<file path="src/rtl/conv_maxpool.sv">
// conv_maxpool: 2x2 stride-2 max pooling on a raster-order signed pixel stream.
// One row of partial (horizontal-pair) maxima is kept in a small line buffer,
// so the block needs no frame storage.
// Optional feature macro: CONV_MAXPOOL_RELU_EN -- when defined, negative pooled
// results are clamped to zero before they reach pool_out.
module conv_maxpool #(
    parameter int IMG_W  = 26,
    parameter int IMG_H  = 26,
    parameter int DATA_W = 16,
    localparam int PCOL_W = ((IMG_W / 2) > 1) ? $clog2(IMG_W / 2) : 1,
    localparam int PROW_W = ((IMG_H / 2) > 1) ? $clog2(IMG_H / 2) : 1
) (
    input  logic                     clk,
    input  logic                     rst,
    input  logic signed [DATA_W-1:0] pixel_in,
    input  logic                     pixel_valid,
    output logic signed [DATA_W-1:0] pool_out,
    output logic                     pool_valid,
    output logic                     frame_done,
    output logic [PCOL_W-1:0]        pool_col,
    output logic [PROW_W-1:0]        pool_row
);

    localparam int COL_W    = $clog2(IMG_W);
    localparam int ROW_W    = $clog2(IMG_H);
    localparam int LB_DEPTH = IMG_W / 2;

    // Raster position of the pixel currently presented on pixel_in
    logic [COL_W-1:0] col_q, col_d;
    logic [ROW_W-1:0] row_q, row_d;

    // Left pixel of the current horizontal pair
    logic signed [DATA_W-1:0] h_max_q, h_max_d;

    // Registered outputs
    logic signed [DATA_W-1:0] pool_out_q, pool_out_d;
    logic                     pool_valid_q, pool_valid_d;
    logic                     frame_done_q, frame_done_d;
    logic [PCOL_W-1:0]        pool_col_q, pool_col_d;
    logic [PROW_W-1:0]        pool_row_q, pool_row_d;

    // Line buffer of horizontal-pair maxima from the even row of each band
    logic signed [DATA_W-1:0] line_buf [LB_DEPTH];
    logic [PCOL_W-1:0]        lb_addr;
    logic                     lb_we;
    logic signed [DATA_W-1:0] lb_rdata;

    // Datapath intermediates
    logic signed [DATA_W-1:0] pair_max;
    logic signed [DATA_W-1:0] quad_max;
    logic signed [DATA_W-1:0] pooled;
    logic                     last_pixel;

    assign lb_addr  = PCOL_W'(col_q >> 1);
    assign lb_rdata = line_buf[lb_addr];

    // Max of the horizontal pair, then of the full 2x2 window, plus optional clamp
    always_comb begin
        pair_max = (pixel_in > h_max_q) ? pixel_in : h_max_q;
        quad_max = (lb_rdata > pair_max) ? lb_rdata : pair_max;
`ifdef CONV_MAXPOOL_RELU_EN
        pooled = quad_max[DATA_W-1] ? '0 : quad_max;
`else
        pooled = quad_max;
`endif
        last_pixel = (col_q == COL_W'(IMG_W - 1)) && (row_q == ROW_W'(IMG_H - 1));
    end

    // Next-state logic: counters, pair register, line-buffer write and output strobe
    always_comb begin
        col_d        = col_q;
        row_d        = row_q;
        h_max_d      = h_max_q;
        pool_out_d   = pool_out_q;
        pool_valid_d = 1'b0;
        frame_done_d = 1'b0;
        pool_col_d   = pool_col_q;
        pool_row_d   = pool_row_q;
        lb_we        = 1'b0;

        if (pixel_valid) begin
            if (!col_q[0]) begin
                h_max_d = pixel_in;
            end else if (!row_q[0]) begin
                lb_we = 1'b1;
            end else begin
                pool_out_d   = pooled;
                pool_valid_d = 1'b1;
                pool_col_d   = lb_addr;
                pool_row_d   = PROW_W'(row_q >> 1);
                frame_done_d = last_pixel;
            end

            if (col_q == COL_W'(IMG_W - 1)) begin
                col_d = '0;
                if (row_q == ROW_W'(IMG_H - 1)) begin
                    row_d = '0;
                end else begin
                    row_d = row_q + ROW_W'(1);
                end
            end else begin
                col_d = col_q + COL_W'(1);
            end
        end
    end

    // State and output registers with synchronous reset
    always_ff @(posedge clk) begin
        if (rst) begin
            col_q        <= '0;
            row_q        <= '0;
            h_max_q      <= '0;
            pool_out_q   <= '0;
            pool_valid_q <= 1'b0;
            frame_done_q <= 1'b0;
            pool_col_q   <= '0;
            pool_row_q   <= '0;
        end else begin
            col_q        <= col_d;
            row_q        <= row_d;
            h_max_q      <= h_max_d;
            pool_out_q   <= pool_out_d;
            pool_valid_q <= pool_valid_d;
            frame_done_q <= frame_done_d;
            pool_col_q   <= pool_col_d;
            pool_row_q   <= pool_row_d;
        end
    end

    // Line buffer write port; every entry is written on an even row before the odd row reads it
    always_ff @(posedge clk) begin
        if (lb_we) begin
            line_buf[lb_addr] <= pair_max;
        end
    end

    assign pool_out   = pool_out_q;
    assign pool_valid = pool_valid_q;
    assign frame_done = frame_done_q;
    assign pool_col   = pool_col_q;
    assign pool_row   = pool_row_q;

endmodule
</file>
<file path="config.mk">
export PLATFORM = sky130hd
export DESIGN_NAME = conv_maxpool
export DESIGN_NICKNAME = d
export VERILOG_FILES = /design/src/rtl/conv_maxpool.sv
export SDC_FILE = /design/constraint.sdc
export NUM_CORES = 1
export LEC_CHECK = 0
export ABC_AREA = 1
export CAP_MARGIN = 15
export CELL_PAD_IN_SITES_DETAIL_PLACEMENT = 1
export CELL_PAD_IN_SITES_GLOBAL_PLACEMENT = 1
export CORE_MARGIN = 2
export CORE_UTILIZATION = 48
export DETAILED_ROUTE_END_ITERATION = 12
export PLACE_DENSITY = 0.77
export SYNTH_ARGS = -nofsm -noshare
export SYNTH_HDL_FRONTEND = slang
export SYNTH_SLANG_ARGS = --single-unit
export TNS_END_PERCENT = 50
</file>
<file path="constraint.sdc">
create_clock -name clk -period 5.1 [get_ports clk]
set_input_delay 1.02 -clock clk [delete_from_list [all_inputs] [get_ports clk]]
set_output_delay 1.02 -clock clk [all_outputs]
set_load 0.01 [all_outputs]
</file>
; After elaboration in Yosys (flattened, before gate mapping)
; Memory sizes are Yosys's and may differ from the RTL's. A register that Yosys moved wholly into a read port is not among the register bits.
; Cells that the tools add are included.
[totals]
regBits = 52
latchBits = 0
ramBits = 208
rom_bits = 0
input_bits = 19
output_inout_bits = 26
wordCells = 36
n_memories = 1
[classes]
n_addsub = 2
mul = 0
div_mod_pow = 0
magnitude_cmp = 2
n_eq_ne = 2
shift = 0
mux = 12
bitwise = 3
n_reduce_logical = 6
[memory_table]
columns = memory, depth, width, read_ports, rd_ports_with_merged_regs, write_ports, line_no
row1 = line_buf, 13, 16, 1, 1, 1, 43  ; logic signed [DATA_W-1:0] line_buf [LB_DEPTH];
[op_table]
columns = op, n
row1 = $gt 16x16->1, 2
row2 = $mux 16, 2
row3 = $add 5x1->5 const B, 2
row4 = $eq 5x5->1 const B, 2
row5 = $mux 5, 2
row6 = $mux 4, 2
row7 = $mux 1, 6
row8 = $reduce_and 2->1, 2
row9 = $reduce_or 4->1, 1
row10 = $not 1->1, 3
row11 = $reduce_and 3->1, 1
row12 = $reduce_or 3->1, 1
row13 = $logic_and 1x1->1, 1

; Logic depth before layout (Yosys ltp)
[depth]
ltp_word = 5
mapped_depth = 33
ltp_nobuf = 32

; Worst setup path after synthesis
; Ideal clock, no wire load.
[synth_timing]
path_kind = input-to-reg
from = input port pixel_in[15]
to = register pool_out_q[12] (netlist: pool_out[12])
setup_time_ps = 136
arrival_time_ps = 3906
required_time_ps = 4964
path_slack_ps = 1058
path_stages = 21
n_path_buf = 2
path_cell_list = ha_1 -> nand2_2 -> o21ai_0 -> a21oi_2 -> nand3_2 -> nand3_4 -> buf_12 -> nand2_2 -> nand2_1 -> inv_1 -> ha_1 -> nand2_1 -> nor3_2 -> nand2_1 -> nand3b_1 -> nand2_4 -> nand2_4 -> buf_2 -> nand3_1 -> nand2_1 -> a21oi_2
[synth_between]
elab_chain_len = 4
[synth_rtl]
columns = item, line_no
row1 = from (decl), 15  ; input logic signed [DATA_W-1:0] pixel_in,
row2 = $gt 16x16->1, 59  ; pair_max = (pixel_in > h_max_q) ? pixel_in : h_max_q;
row3 = $mux 16 (*), 59
row4 = via pair_max[15], 49  ; logic signed [DATA_W-1:0] pair_max;
row5 = $gt 16x16->1 (*), 60  ; quad_max = (lb_rdata > pair_max) ? lb_rdata : pair_max;
row6 = $mux 16 (*), 60
row7 = to (signal assigned), 122  ; pool_out_q <= pool_out_d;
row8 = to (decl), 36  ; logic signed [DATA_W-1:0] pool_out_q, pool_out_d;
; Mark *: on every way through the listed nets, which the timed path passes. The rest lies on a longest branch.
; A chain may end at the register's enable or synchronous reset.

; Worst setup path after layout
[layout_timing]
from = input port pixel_in[15]
to = register pool_out_q[8] (netlist: pool_out[8])
[layout_between]
elab_chain_len = 4
[layout_rtl]
columns = item, line_no
row1 = $gt 16x16->1, 59
row2 = $mux 16, 59
row3 = via pair_max[1], 49
row4 = $gt 16x16->1, 60
row5 = $mux 16, 60
; The timed path passes the listed nets, and every way through them passes these cells.

==> run summary <==
CTS tree: done
Gr usage total: 0.247
Slew HR: 0.272
Count of different cell masters after synthesis: 38
CTS root buf: clkbuf_16
Int Power: 0.00370 W
Clock share of power: 0.379
Worst slew pin tran: 1.09 ns
RSZ-0062 raised after global routing: no
Worst-path maximum fanout: 17
Number of enable flip-flop cells after synthesis: 208
Filler Cells Inserted: 2698
Via density: 5.60
Final hold slack: 0.466 ns
VDD IR-drop max: 0.234 mV
Cells after Synth: 1160
Total power: 0.00495 W
Vias in the first global route: 9402
Mapped cell area: 11800 sq um
Ant. Diodes: 0
Required @ worst endpoint: 5.53 ns
Rows: 57
Largest net degree at the start of global routing: 65
First-pass GRT wire length: 50.0 mm
Later-pin clock latency in the skew report: 0.53 ns
R2r setup slk: 1.08 ns
Post-synth top area share: 0.529
Reg clk slew, reported paths: 0.06 ns
Die ar.: 25900 sq um
Buffers on Ports: 44
Final nets: 1269
Post-Layout Inst Area: 13500 sq um
Gpl congestion: 0.791
Switching power: 0.00125 W
DR WL/cell: 20.4 um
Most common cell in the synthesized netlist: edfxtp_1
Htree depth: 1
Via count: 8693
PD cells: 365 nW/um^2
Top cells by count, synth: edfxtp_1 (208), nor2_1 (176), nand2_1 (171)
Core Region: 24200 sq um
Setup crit end kind: register
Routed Wire Length: 31.7 mm
Final min period: 4.60 ns
Area post-placement: 12700 sq um
Cts hold-fix bufs: 0
Syn_nets: 1215
Initial core utilization: 0.487
# DRC: 0
Boundary Pins: 45
DRT iter0 DRCs: 619
Die X: 161 um
Slew Limit Fails: 0
Layout cells sized above 1: 0.0976
Setup crit start kind: input pin
Synth area leaders: edfxtp_1 (53%), dfxtp_1 (9.5%), o21ai_0 (5.6%)
Static Leak: 5.10 nW
Slowest CP cell: clkdlybuf4s50_1
Drt first pass iters: 5
Async S/R FF share, synth: 0
Initial antenna violation count: 0
Crit Path Class: in -> reg
Clk_skew: 0.0143 ns
Sink Count: 264
Detail Route Antenna Nets: 0
Average cell area after synthesis: 10.2 sq um
FF+latch count, synth: 264
Sequential-to-total area share from yosys stat: 0.623
# setup viols final: 0
CTS Buf Count: 27
Min-Delay Path Class: reg -> reg
Outcome: complete, no violations
Cell taking the most area after synthesis: edfxtp_1
CP delay by family, top: simple AND/OR/NAND/NOR gates
MaxCap Viol Count: 0
Sequential share of power: 0.491
PostCTS Resize Cnt: 0
Buffer count from post-CTS setup fixing: 0
Ys Warns: 0
Chip height: 161 um
Sw Ratio: 0.252
Top FF cell, synth: edfxtp_1
Crit path top cell by count: nand2_1
Grt ovf: 0
Delay of the slowest cell on the worst path: 0.46 ns
CP Buf/Inv Count: 2
Fin crit share: 0.902
WP data arrival: 5.03 ns
Fmax: 0.217 GHz
Crit-path cells: clkdlybuf4s50_1 > ha_1 > nand2_2 > o21ai_0 > a21oi_2 > nand3_2 > nand3_4 > nand2_1 > nand2_1 > inv_1 > ha_1 > nand2_1 > nand2_1 > nand2_1 > nand2_1 > nand2_1 > nand2_1 > nand2_1 > nand3b_1 > nand2_4 > nand2_4 > nand3_1 > nand2_1 > a21oi_1
Layout area overhead: 14.5%
Endpoints failing hold: 0
Maximum clock insertion buffer count: 3
Combinational cell fraction of total power: 0.129
Detail Placement HPWL: 19.6 mm
[registers in the layout, indices dropped and copies added (netlist names), named ones only]
signal and flops:
frame_done 1, row_q 5, col_q 5, line_buf 208, pool_row 4, pool_valid 1
pool_out 16, pool_col 4, h_max_q 16
[tightest hold or removal path, cell delays in order, from the launching register on]
cell and delay, ns:
dfxtp_1 0.31, nand2_1 0.06, a21oi_1 0.05
[power groups by stage]
| stage | Sequential [W] | Combinational (W) | Clock [W] |
|---|---|---|---|
| after detailed placement | 0.00248 | 0.000635 | 0 |
| after floorplan | 0.00247 | 0.000438 | 0 |
| after global routing | 0.00243 | 0.000723 | 0.00198 |
| final | 0.00243 | 0.000640 | 0.00188 |
| after CTS | 0.00243 | 0.000645 | 0.00190 |
| after global placement | 0.00247 | 0.000602 | 0 |
[layout make-up]
type | count | area, sq um | area share
well taps | 324 | 405 | 0.0300
multi-input cells | 740 | 3810 | 0.282
flip-flops and latches | 264 | 7370 | 0.545
clock inverters | 10 | 78.8 | 0.00583
inverters | 98 | 368 | 0.0272
repair buffers | 83 | 746 | 0.0551
clock buffers | 34 | 754 | 0.0558
[through the flow]
| stage | setup slack, ns | cells | setup TNS (ns) | util |
|---|---|---|---|---|
| after global routing | 0.149 | 1553 | 0 | 0.558 |
| after floorplan | 1.06 | 1160 | 0 | - |
| after global placement | 0.204 | 1509 | 0 | 0.524 |
| final | 0.501 | 1553 | 0 | 0.558 |
| after CTS | 0.488 | 1553 | 0 | 0.558 |
| after detailed placement | -0.00842 | 1509 | -0.0130 | 0.524 |
[cell families after synthesis]
group / Yosys count / share of synthesized area
AND/OR/NAND/NOR: 460 / 0.168
AO/OA/AOI/OAI: 243 / 0.112
flip-flops: 264 / 0.623
adder cells (fa/ha/maj): 36 / 0.0381
buffers and inverters: 156 / 0.0572
XOR/XNOR: 1 / 0.000741
[placed cells by master (no fill, tap or decap), drive strengths merged, types with 2 or more instances in the layout]
master / n
edfxtp: 208
nand2: 187
nor2: 178
o21ai: 137
inv: 95
a21oi: 68
dfxtp: 56
nand3: 55
clkdlybuf4s50: 44
buf: 39
ha: 36
clkbuf: 34
o211ai: 25
nand4: 20
nor3: 15
clkinv: 11
o22ai: 10
nor3b: 3
a21o: 2
[final timing paths]
kind              cells past startpoint          from      endpoint
hold / removal                        2  pool_out[13]  pool_out[13]
setup / recovery                     24  pixel_in[15]   pool_out[8]
hold reg to reg                       2  pool_out[13]  pool_out[13]
setup reg to reg                     18      register  pool_out[12]
[layer usage]
layer,vias to the layer above,GRT usage,part of all wire
met5,-,0,0
met4,0,0.0869,0.031
met3,69,0.0279,0.041
met2,198,0.448,0.51
met1,4329,0.307,0.42
li1,4097,-,-
Note: power is estimated with default switching activity, not from simulation.
==> edit 1: new RTL, config.mk and constraints unchanged <==
Make the reset (`rst`) asynchronous in one clocked block. Comments in the files are not updated.
--- a/src/rtl/conv_maxpool.sv
+++ b/src/rtl/conv_maxpool.sv
@@ -105,7 +105,7 @@
     end
 
     // State and output registers with synchronous reset
-    always_ff @(posedge clk) begin
+    always_ff @(posedge clk or posedge rst) begin
         if (rst) begin
             col_q        <= '0;
             row_q        <= '0;
Behaviour: no difference found for any inputs over 10 cycles, from zero or initial values and one cycle with rst high; that may be too few to reach the edited logic, so the function may still have changed.
==> edit 1 against the original RTL <==
Synthesized cell count is 3.5% lower. Critical path depth is 3 lower. Synthesized area is 1.8% lower. Setup slack worse by 81 ps. Count of clock-buffer cells in the layout is 1 lower. Critical path type unchanged. Routed wire length is 0.25% higher. Maximum frequency is 1.7% lower. Design area is 0.45% higher. Sequential cell count is 4 lower.
Power is not compared: it rests on default switching activity, and its combinational part moved more than twofold at a synthesized area within 25%.
==> edit 1: results (changes against the original RTL) <==
| Metric | Value |
|---|---|
| EDFF count, synth | `208 (unchanged)` |
| Worst hold start | `pool_row[3]$_DFFE_PP0P_ (was pool_out[13]$_SDFFE_PP0P_)` |
| CTS Buf Count | `28 (was 27)` |
| Tot GR Track Use | `25.4% (was 24.7%)` |
| Vias per inst | `5.50 (was 5.60)` |
| R2R Setup Slk | `1000 ps (was 1080 ps)` |
| Commonest cells post-synth | `394 x nand2_1, 208 x edfxtp_1, 93 x inv_1 (was 208 x edfxtp_1, 176 x nor2_1, 171 x nand2_1)` |
| Antenna diodes | `0 (unchanged)` |
| Longest Clk Path Bufs | `3 (unchanged)` |
| Gpl congestion | `0.815 (was 0.791)` |
| Vias in the first global route | `9,011 (was 9,402)` |
| Slew margin rel. | `26.7% (was 27.2%)` |
| Worst-path clk slew | `60 ps (about the same)` |
| Fraction of layout cells with a size suffix above 1 | `8.83% (was 9.76%)` |
| First-pass GRT wire length | `50,100 µm (was 50,000 µm)` |
| Worst Setup SP | `pixel_in[15] (unchanged)` |
| Max Slew Vio Count | `0 (unchanged)` |
| Sequential area share after synthesis | `65.0% (was 62.3%)` |
| Final Skew | `28.2 ps (was 14.3 ps)` |
| Antenna violations before repair | `0 (unchanged)` |
| CTS resizes | `0 (unchanged)` |
| CP Capture Point | `pool_out[13]$_DFFE_PP0P_ (was pool_out[8]$_SDFFE_PP0P_)` |
| Distinct cells, synth | `33 (was 38)` |
| Synth Area per Inst | `10.4 µm² (was 10.2 µm²)` |
| Largest net degree at the start of global routing | `50 (was 65)` |
| R2r startpoint | `h_max_q[15]$_DFFE_PP0P_` |
| WHS Endpoint | `pool_row[3]$_DFFE_PP0P_ (was pool_out[13]$_SDFFE_PP0P_)` |
| Most flops, register | `line_buf (unchanged)` |
| Syn_nets | `1,174 (was 1,215)` |
| Worst-path cell with the longest stage delay | `clkdlybuf4s50_1 (unchanged)` |
| Worst Path Arrival | `5160 ps (was 5030 ps)` |
| Status | `finished, final reports clean (unchanged)` |
| Clock latency on the worst-skew pair | `560 ps (was 530 ps)` |
| Detailed Route Iter0 Violations | `564 (was 619)` |
| Routed len/inst | `20.8 µm (was 20.4 µm)` |
| Synth top area cells | `edfxtp_1 54%, nand2_1 13%, dfrtp_1 11%, nand4_1 4.5%, ha_1 3.9% (was edfxtp_1 53%, dfxtp_1 9.5%, o21ai_0 5.6%, nor2_1 5.6%, nand2_1 5.4%)` |
| HPWL Detailed | `20,300 µm (was 19,600 µm)` |
| Non-Filler Instances | `1,531 (was 1,553)` |
| Worst R2R Path Depth | `21 (was 18)` |
| Fraction of registers with async set/reset | `20.0% (was 0%)` |
| CP delay by family, top | `simple AND/OR/NAND/NOR gates (unchanged)` |
## edit 1: changes by cell type after synthesis, moves of 32 or more
cell / unedited run / this run
dfxtp_1: 56 / 0
nand4_1: 20 / 83
o21ai_0: 133 / 12
a21oi_1: 61 / 29
dfrtp_1: 0 / 52
nand2_1: 171 / 394
nor2_1: 176 / 60
## edit 1: final cells by class
| cell class | instances | area [µm²] |
|---|---|---|
| repair buffers | 88 | 821 |
| clock inverters | 18 | 234 |
| multi-input cells | 717 | 3510 |
| fillers | 2587 | 10000 |
| flip-flops and latches | 260 | 7550 |
| inverters | 96 | 360 |
| clock buffers | 33 | 719 |
| well taps | 319 | 399 |
## edit 1: tightest hold or removal path: cells and delay by family, from the launching register on
kind,cells,cell delay [ps]
DFF,1,340
and+or+nand+nor,2,100
## edit 1: power breakdown
part | internal [µW] | switching (µW)
logic | 1270 | 2670
registers | 2830 | 143
clock network | 1260 | 842
## edit 1: metal layers
metal / track usage, % / wire [µm] / vias to the layer above / part of all wire (%)
met3: 2.66 / 1170 / 47 / 3.7
li1: - / - / 3960 / -
met4: 6.65 / 760 / 0 / 2.4
met2: 45.6 / 16100 / 153 / 51
met1: 33.0 / 13700 / 4255 / 43
met5: 0 / 0 / - / 0
## edit 1: kinds of logic (layout without fill, tap and decap cells)
logic type	Yosys count	count (layout)	synth area share, %
adders and majority gates	36	36	3.88
xor gates and xnor gates	1	1	0.0755
DFF	260	260	65.0
and+or+nand+nor	631	631	23.7
AOI/OAI and AO/OA	49	49	2.24
buffers and inverters	142	235	5.10
## edit 1: stage by stage
stage	hold slack (ps)	worst slack, ps	cell area (µm²)
finish	475	420	13600
global placement	458	117	12600
global route	501	15.7	13600
floorplan	479	1100	11600
CTS	478	459	13600
detailed placement	463	-30.2	12600
==> edit 2: new RTL, same settings <==
Made on the original files. The option `CONV_MAXPOOL_RELU_EN` is turned on by a define.
--- a/src/rtl/conv_maxpool.sv
+++ b/src/rtl/conv_maxpool.sv
@@ -3,6 +3,8 @@
 // so the block needs no frame storage.
 // Optional feature macro: CONV_MAXPOOL_RELU_EN -- when defined, negative pooled
 // results are clamped to zero before they reach pool_out.
+`define CONV_MAXPOOL_RELU_EN
+
 module conv_maxpool #(
     parameter int IMG_W  = 26,
     parameter int IMG_H  = 26,
Formal check against the unedited RTL: no difference found for any inputs over 10 cycles, from zero or initial values and one cycle with rst high; that may be too few to reach the edited logic, so the function may still have changed.
==> edit 2 against the original RTL <==
Count of clock-buffer cells in the layout grew 4. Sequential cell count fell by 1. Design area shrank 0.28%. Routed wire length increased by 2.7%. Maximum frequency down 1.6%. Total power increased by 3.8%. Setup slack got worse by 72 ps. First-iteration DRC count is 0.16% higher. Synthesized area is 1.2% lower. Critical path type unchanged. Highest routed layer unchanged.
==> edit 2: results (changes against the original RTL) <==
| Metric | Value |
|---|---|
| Vias per inst | `5.78 (was 5.60)` |
| Final Skew | `11.4 ps (was 14.3 ps)` |
| Pleak | `0.00506 µW (was 0.00510 µW)` |
| Distinct cells, synth | `42 (was 38)` |
| Sequential area share after synthesis | `62.9% (was 62.3%)` |
| Vias in the first global route | `8,921 (was 9,402)` |
| Commonest cells post-synth | `208 x edfxtp_1, 132 x nand2_1, 116 x inv_1 (was 208 x edfxtp_1, 176 x nor2_1, 171 x nand2_1)` |
| Inst Count DP | `1,398 (was 1,509)` |
| Detailed Route Iter0 Violations | `620 (was 619)` |
| Gpl congestion | `0.927 (was 0.791)` |
| Syn_nets | `1,097 (was 1,215)` |
| Main combinational cell family by area after synthesis | `compound AO/OA/AOI/OAI gates (was simple AND/OR/NAND/NOR gates)` |
| HPWL Detailed | `20,600 µm (was 19,600 µm)` |
| Clock latency on the worst-skew pair | `550 ps (was 530 ps)` |
| Slowest stage delay, CP | `470 ps` |
| H-tree level count | `1 (unchanged)` |
| Nets | `1,158 (was 1,269)` |
| Post-synthesis compound-gate area fraction | `11.8% (was 11.2%)` |
| Crit path max fanout | `31 (was 17)` |
| First-pass GRT wire length | `50,300 µm (was 50,000 µm)` |
| XOR/XNOR share of the synthesized area | `0.150% (was 0.0741%)` |
| DR vias | `8,359 (was 8,693)` |
| Fraction of layout cells with a size suffix above 1 | `11.7% (was 9.76%)` |
| Tot GR Track Use | `25.6% (was 24.7%)` |
| CTS Buf Count | `28 (was 27)` |
| Worst Path Arrival | `5140 ps (was 5030 ps)` |
| PortBufs | `43 (was 44)` |
| Final WL | `32,500 µm (was 31,700 µm)` |
| Status | `finished, final reports clean (unchanged)` |
| Slew margin rel. | `29.8% (was 27.2%)` |
| Adder-Cell Fraction of Synth Area | `3.75% (was 3.81%)` |
| Synth top area cells | `edfxtp_1 53%, dfxtp_1 9.4%, o21ai_0 4.5%, a21oi_1 4.4%, nand2_1 4.2% (was edfxtp_1 53%, dfxtp_1 9.5%, o21ai_0 5.6%, nor2_1 5.6%, nand2_1 5.4%)` |
| Switching Share | `26.7% (was 25.2%)` |
| Max VDD drop | `0.000236 V (was 0.000234 V)` |
## edit 2: through the flow
step                      TNS (ps)  setup slack [ps]
after floorplan                  0               196
after global placement       -2.90             -2.90
after detailed placement      -982             -96.1
after CTS                        0               414
after global routing             0             0.298
final                            0               429
## edit 2: layout make-up
cell class / instances / area, µm²
clock buffer: 38 / 738
timing repair buffer: 85 / 771
multi-input combinational: 607 / 3680
sequential: 263 / 7350
tap: 324 / 405
clock inverter: 10 / 105
fill: 2624 / 10600
inverter: 119 / 447
## edit 2: repair_timing
item,in CTS,in global routing
endpoints found under the setup margin,0,8
gates resized for setup,0,3
hold endpoints to repair,0,0
## edit 2: final timing paths
check | from | end | slack [ps] | depth (start not counted)
worst min register to register | pool_out[0]$_SDFFE_PP0P_ | pool_out[0]$_SDFFE_PP0P_ | 470 | 2
worst max-delay path | pixel_in[3] | pool_out[10]$_SDFFE_PP0P_ | 430 | 29
worst max register to register | flip-flop | pool_out[10]$_SDFFE_PP0P_ | 820 | 17
worst min-delay path | pool_out[0]$_SDFFE_PP0P_ | pool_out[0]$_SDFFE_PP0P_ | 470 | 2
## edit 2: cell families after synthesis
| kind of cell | Yosys count |
|---|---|
| xor+xnor | 2 |
| simple gates | 269 |
| fa+ha+maj | 35 |
| flops | 263 |
| mux | 50 |
| compound gates | 250 |
| other cells | 1 |
| buf+inv | 173 |
## edit 2: power by group through the flow
stage / logic, µW / clock network [µW] / registers (µW)
after global routing: 831 / 2030 / 2460
after global placement: 708 / 0 / 2500
after floorplan: 504 / 0 / 2480
after CTS: 750 / 1950 / 2450
after detailed placement: 744 / 0 / 2500
final: 758 / 1920 / 2450
## edit 2: layer usage
metal | share of wire, % | routed length [µm] | GRT usage, % | vias to the layer above
li1 | - | - | - | 3824
met1 | 41 | 13400 | 32.8 | 4187
met2 | 49 | 16000 | 44.8 | 276
met3 | 6.0 | 1950 | 3.43 | 72
met4 | 3.7 | 1200 | 9.38 | 0
met5 | 0 | 0 | 0 | -
## edit 2: worst reg2reg max path: cells and delay by family, from the launching register on
kind	cells	cell delay, ps
buffers and inverters	2	220
AOI/OAI and AO/OA	5	720
and+or+nand+nor	8	1540
DFF	1	890
muxes	1	460
adders and majority gates	1	370
